$ cat config.mk
export PLATFORM = sky130hd
export DESIGN_NAME = jt51_sh_var
export DESIGN_NICKNAME = d
export VERILOG_FILES = /design/src/rtl/jt51_sh_var.sv
export SDC_FILE = /design/constraint.sdc
export NUM_CORES = 1
export LEC_CHECK = 0
export BUFFER_PORTS_ARGS = -buffer_cell sky130_fd_sc_hd__clkbuf_2
export CORE_ASPECT_RATIO = 0.6
export CORE_MARGIN = 2
export CORE_UTILIZATION = 67
export DETAILED_ROUTE_END_ITERATION = 8
export GPL_ROUTABILITY_DRIVEN = 0
export PLACE_DENSITY_LB_ADDON = 0.05
export SLEW_MARGIN = 40
export SYNTH_ARGS = -nofsm -noshare
export SYNTH_HDL_FRONTEND = slang
export SYNTH_SLANG_ARGS = --single-unit
export TNS_END_PERCENT = 100
$ cat constraint.sdc
create_clock -name clk -period 5.52 [get_ports clk]
set_input_delay 0.552 -clock clk [delete_from_list [all_inputs] [get_ports clk]]
set_output_delay 0.552 -clock clk [all_outputs]
set_load 0.01 [all_outputs]
$ cat src/rtl/jt51_sh_var.sv
// jt51_sh_var
// Clock-enabled delay line whose length is chosen at run time. Words are kept
// in a circular buffer of `stages` entries. The write pointer moves on every
// cen step, and the read pointer trails it by the registered length. For a
// non-power-of-2 `stages`, the read index is built by explicit modular
// arithmetic rather than by relying on pointer wrap-around.
//
// Parameters:
//   width  - data word width
//   stages - maximum delay in cen steps (2 <= stages <= 2**aw)
//   aw     - buffer pointer width
//
// Ports:
//   clk    in   system clock, rising edge
//   rst_n  in   asynchronous active-low reset
//   cen    in   clock enable, one delay step per enabled edge
//   clr    in   synchronous flush; takes priority over cen
//   len    in   requested delay in cen steps (clamped to 1..stages)
//   din    in   input word
//   drop   out  delayed word
//   primed out  drop holds valid delayed data
//
// Build option:
//   JT51_SH_ZERO_FILL_EN - when defined, drop reads as 0 while primed is low.

module jt51_sh_var #(
    parameter int width  = 5,
    parameter int stages = 32,
    parameter int aw     = 5
) (
    input  logic             clk,
    input  logic             rst_n,
    input  logic             cen,
    input  logic             clr,
    input  logic [aw:0]      len,
    input  logic [width-1:0] din,
    output logic [width-1:0] drop,
    output logic             primed
);

    localparam logic [aw:0]   stages_l = (aw+1)'(stages);
    localparam logic [aw-1:0] last_wp  = aw'(stages - 1);

    logic [width-1:0] mem [stages];
    logic [aw-1:0]    wp;
    logic [aw:0]      fill;
    logic [aw:0]      len_r;
    logic [aw:0]      len_c;
    logic [aw:0]      wp_ext;
    logic [aw-1:0]    rp;
    logic [width-1:0] rd_word;

    // Out-of-range lengths are folded into 1..stages so that the read
    // pointer can never reach outside the buffer.
    always_comb begin
        len_c = len;
        if (len == '0)
            len_c = (aw+1)'(1);
        else if (len > stages_l)
            len_c = stages_l;
    end

    // Pointer, fill counter and registered length. A new length restarts
    // priming, and the write made on that same edge counts as the first.
    always_ff @(posedge clk or negedge rst_n) begin
        if (!rst_n) begin
            wp    <= '0;
            fill  <= '0;
            len_r <= stages_l;
        end else if (clr) begin
            fill  <= '0;
            len_r <= len_c;
        end else if (cen) begin
            wp <= (wp == last_wp) ? '0 : wp + aw'(1);
            if (len_c != len_r) begin
                len_r <= len_c;
                fill  <= (aw+1)'(1);
            end else if (fill < stages_l) begin
                fill <= fill + (aw+1)'(1);
            end
        end
    end

    // The storage array has no reset, so it can map onto plain RAM.
    always_ff @(posedge clk) begin
        if (!clr && cen)
            mem[wp] <= din;
    end

    // The read index is (wp - len_r) mod stages. Because len_r <= stages,
    // one conditional add of stages is enough to bring it back into range.
    always_comb begin
        wp_ext = {1'b0, wp};
        if (wp_ext >= len_r)
            rp = aw'(wp_ext - len_r);
        else
            rp = aw'(wp_ext + stages_l - len_r);
        rd_word = mem[rp];
        primed  = (fill >= len_r);
    end

`ifdef JT51_SH_ZERO_FILL_EN
    assign drop = primed ? rd_word : '0;
`else
    assign drop = rd_word;
`endif

endmodule
* After elaboration in Yosys (flattened, before gate mapping)
Memory sizes are Yosys's and may differ from the RTL's.
Cells that the tools add are included.
** Word-level totals
- Register bits :: 17
- Memory bits (writable) :: 160
- Input bits :: 15
- Word-level logic and storage cells :: 38
- Memories kept :: 1
** Cells by class
- Add/subtract/negate cells :: 5
- Order comparisons :: 4
- Equal/unequal tests :: 2
- Muxes and demuxes :: 13
- Bitwise logic cells :: 1
- Reduce and logical (&&, ||, !) cells :: 9
** Memory list
- mem :: depth 32, width 5, read ports 1, clocked after memory_dff 0, write ports 1, RTL line 44 : logic [width-1:0] mem [stages];
** Operator list (count)
- 6-bit 2-to-1 mux :: 9
- 5-bit by 1-bit adder with 5-bit output, second input constant :: 2
- 5-bit 2-to-1 mux :: 2
- 5-bit subtractor :: 2
- 6-bit by 1-bit adder with 6-bit output, second input constant :: 1
- 5-bit by 6-bit greater-or-equal comparator with 1-bit output :: 1
- 6-bit greater-or-equal comparator :: 1
- 6-bit > comparator, second input constant :: 1
- 6-bit logical NOT :: 1
- 6-bit < comparator, second input constant :: 1
- 6-bit != test :: 1
- 2-bit AND reduction :: 3
- 5-bit == test, second input constant :: 1
- 2-bit nonzero test :: 2
- 3-bit nonzero test :: 1
- 1-bit 2-to-1 mux :: 2
- 1-bit logical AND :: 1
- 1-bit logical NOT :: 1
- 1-bit inverter :: 1

* Longest topological paths before layout
- Word-level depth :: 7
- Gate-level depth with buffers :: 10
- Depth with buffers taken out :: 10

* Worst setup path after synthesis
OpenSTA, ideal clock, no wires.
- Path kind :: flip-flop to output port
- Start point :: reg wp[0]
- End point :: out drop[0]
- Data arrival time :: 2.353 ns
- Setup slack :: 2.615 ns
- Cell stages (with the launch flop) :: 10
- Path through :: dfrtp_1 -> inv_1 -> ha_1 -> inv_1 -> fa_1 -> buf_2 -> buf_2 -> mux4_2 -> mux2i_1 -> a221oi_1
** On the way
- Cells in the longest elaborated chain, start to end :: 4
- Elaborated cells on any way between the ends :: 6
** Ends and longest elaborated chain
- start, declared :: RTL line 45 : logic [aw-1:0] wp;
- start signal, assigned :: RTL line 74 : wp <= (wp == last_wp) ? '0 : wp + aw'(1);
- 5-bit by 1-bit adder with 5-bit output :: RTL line 97 : rp = aw'(wp_ext + stages_l - len_r);
- 5-bit subtractor :: RTL line 97
- 5-bit 2-to-1 mux (*) :: RTL line 94 : if (wp_ext >= len_r)
- memory 32 x 5 bit (*)
- end, declared :: RTL line 37 : output logic [width-1:0] drop,
Mark *: on every way between the ends. The rest lies on a longest branch, timed or not.

* Final worst setup path
- Start point :: reg wp[0]
- End point :: out drop[1]
Same word-level chain as after synthesis.

==> flow_metrics.tcl <==
set metrics [dict create \
    grt_overflow 0 \
    cts_tree "done" \
    fin_cells 617 \
    grt_pass1_vias 4044 \
    cp.arrival_ns 3.65 \
    hold_class "input port to asynchronous set/reset pin" \
    synth_top_family_by_area "multiplexers" \
    htreeDepth 4 \
    synth_top_area_cell "edfxtp_1" \
    cts_buffer_depth 2 \
    run_status "finished clean" \
    ys_async_sr_fraction 0.0960 \
    cts_resized 0 \
    fp.dieW_um 142 \
    synth-main-ff-cell "edfxtp_1" \
    fillers 635 \
    required_ns 4.97 \
    synth_cells 434 \
    drv_cap 0 \
    cts_buffers 17 \
    drt_first_pass_iters 7 \
    antenna_found_initial 0 \
    synthMuxAreaShare 0.154 \
    finalCriticalPeriod_ns 4.20 \
    clk_latency_ns 0.43 \
    drt_iter0_markers 521 \
    grt_use_total 0.286 \
    final_common_cell "edfxtp_1" \
    io_pins 21 \
    synthXorXnorAreaFrac 0.00901 \
    start_kind "flip-flop" \
    max_slew_margin 0.510 \
    min_period_over_period 0.760 \
    cp-end-kind "output pin" \
    synth_fp_nets 466 \
    n_antenna_cell 0 \
    ys_seq_area_frac 0.685 \
    synth_edf_count 160 \
    p_leak_nw 2.87 \
    dieArea_um2 12300 \
    timing_worst_slew_pin_value_ns 0.735 \
    vias 4078 \
    viasPerCell 6.61 \
    final_cell_mix "160 x edfxtp_1, 45 x nor2_1, 40 x mux4_2" \
    core_area_um2 11200 \
    path_clk_slew_ns 0.07 \
    ys_ff_latch 177 \
    nets 492 \
    post_cts_buffers 0 \
    yosys_warnings 0 \
    hold_viol_final 0 \
    cts_hold_buf 0 \
    avgSynthCellArea_um2 17.6 \
    synth_compound_area_frac 0.0377 \
    path_class "flip-flop to output pin" \
    synth_area_leaders "edfxtp_1 63%, mux4_2 12%, dfrtp_1 5.2%, ha_1 2.6%, nor2_1 2.2%" \
    rsz0062_at_grt "false" \
    synth_top_area_share 0.629 \
    max_freq_mhz 238 \
    power_density_nw_per_um2 466 \
    dp_cells 585 \
    start_util 0.681 \
    crit_fanout 40 \
    cts_num_sinks 177 \
    synth_cell_type_count 49 \
    netlist_area_um2 7640 \
    io_buffers 20 \
    synth_simple_gate_area_share 0.0631 \
    drc 0 \
    vdd_drop_max_v 0.000228 \
    power.total_mw 3.93 \
    dp_hpwl_mm 10.1 \
    clockRootBuffer "clkbuf_16" \
    grt_pass1_wl_mm 24.5 \
    routed_wl_mm 16.0 \
    post-route-util 0.753 \
    finalSetupViolations 0 \
    rows 30 \
    synth_fa_ha_area_frac 0.0288 \
    tns_ns 0 \
    drv_slew 0 \
    wl_per_cell_um 25.9 \
    die_y_um 86.7 \
    area_growth_pct 10.6 \
    grt_max_degree 41 \
    skew_ns 0.0146 \
    drive_gt1_frac 0.237 \
    ant_nets 0 \
]
-- synthesized netlist by cell type (all sizes together) (6+ instances only) --
cell	instances
nand2b	7
nand2	20
a221oi	6
mux2	12
buf	13
dfrtp	16
a21oi	7
inv	10
nor2	45
ha	16
o21ai	8
edfxtp	160
mux4	40
mux2i	14
-- area by class of cell --
| type | count | area, µm² | area share |
|---|---|---|---|
| Sequential cell | 177 | 5230 | 0.619 |
| Multi-Input combinational cell | 231 | 2260 | 0.267 |
| Tap cell | 144 | 180 | 0.0213 |
| Timing Repair Buffer | 23 | 123 | 0.0145 |
| Clock buffer | 17 | 425 | 0.0504 |
| Inverter | 10 | 37.5 | 0.00444 |
| Clock inverter | 15 | 194 | 0.0230 |
-- layer usage --
| metal | global-route usage | up-vias | routed length (µm) |
|---|---|---|---|
| met3 | 0.0901 | 19 | 1560 |
| met1 | 0.469 | 2056 | 7480 |
| met2 | 0.372 | 227 | 6750 |
| li1 | - | 1776 | - |
| met5 | 0 | - | 0 |
| met4 | 0.0773 | 0 | 210 |
-- power by group --
group          switching (mW)  total, mW  leakage (nW)  internal (mW)
sequential             0.0595       1.56          1.66           1.50
clock                   0.576       1.23         0.299          0.656
combinational           0.625       1.14         0.915          0.515
-- flip-flops by register name (all words and copies together) (netlist names) --
register,flops
fill,6
wp,5
mem,160
len_r,6
-- worst paths after layout --
kind	depth (start not counted)	end	slack, ns	from
max reg2reg	6	len_r[5]$_DFFE_PN1P_	3.29	len_r[5]$_DFFE_PN1P_
min	1	wp[3]$_DFFE_PN0P_	0.07	rst_n
min reg2reg	1	len_r[1]$_DFFE_PN0P_	0.57	len_r[1]$_DFFE_PN0P_
min in group clk	2	fill[3]$_DFFE_PN0P_	0.40	clr
max in group asynchronous	1	len_r[5]$_DFFE_PN1P_	5.09	rst_n
max	9	drop[1]	1.32	wp[0]$_DFFE_PN0P_
-- worst max-delay path, stage by stage (launching register included) --
cell	delay, ns
dfrtp_1	0.43
inv_1	0.14
ha_2	0.18
inv_1	0.06
fa_4	1.18
mux4_2	0.42
mux2_1	0.32
o22ai_1	0.24
a221oi_1	0.08
clkbuf_2	0.15
-- metrics by stage --
step                cell area, µm²  worst slack (ns)  hold slack, ns
finish                        8450              1.32          0.0664
global route                  8450              1.22          0.0852
CTS                           8450              1.32          0.0703
detailed placement            7830              1.79           0.527
global placement              7820              1.72           0.530
floorplan                     7640              2.62           0.256
-- kinds of logic after synthesis --
logic type                 after synthesis
xor gates and xnor gates                 7
DFF                                    177
buffers and inverters                   26
and+or+nand+nor                        100
muxes                                   66
adders and majority gates               17
AOI/OAI and AO/OA                       41
No activity file was read; power rests on OpenSTA's default activity.
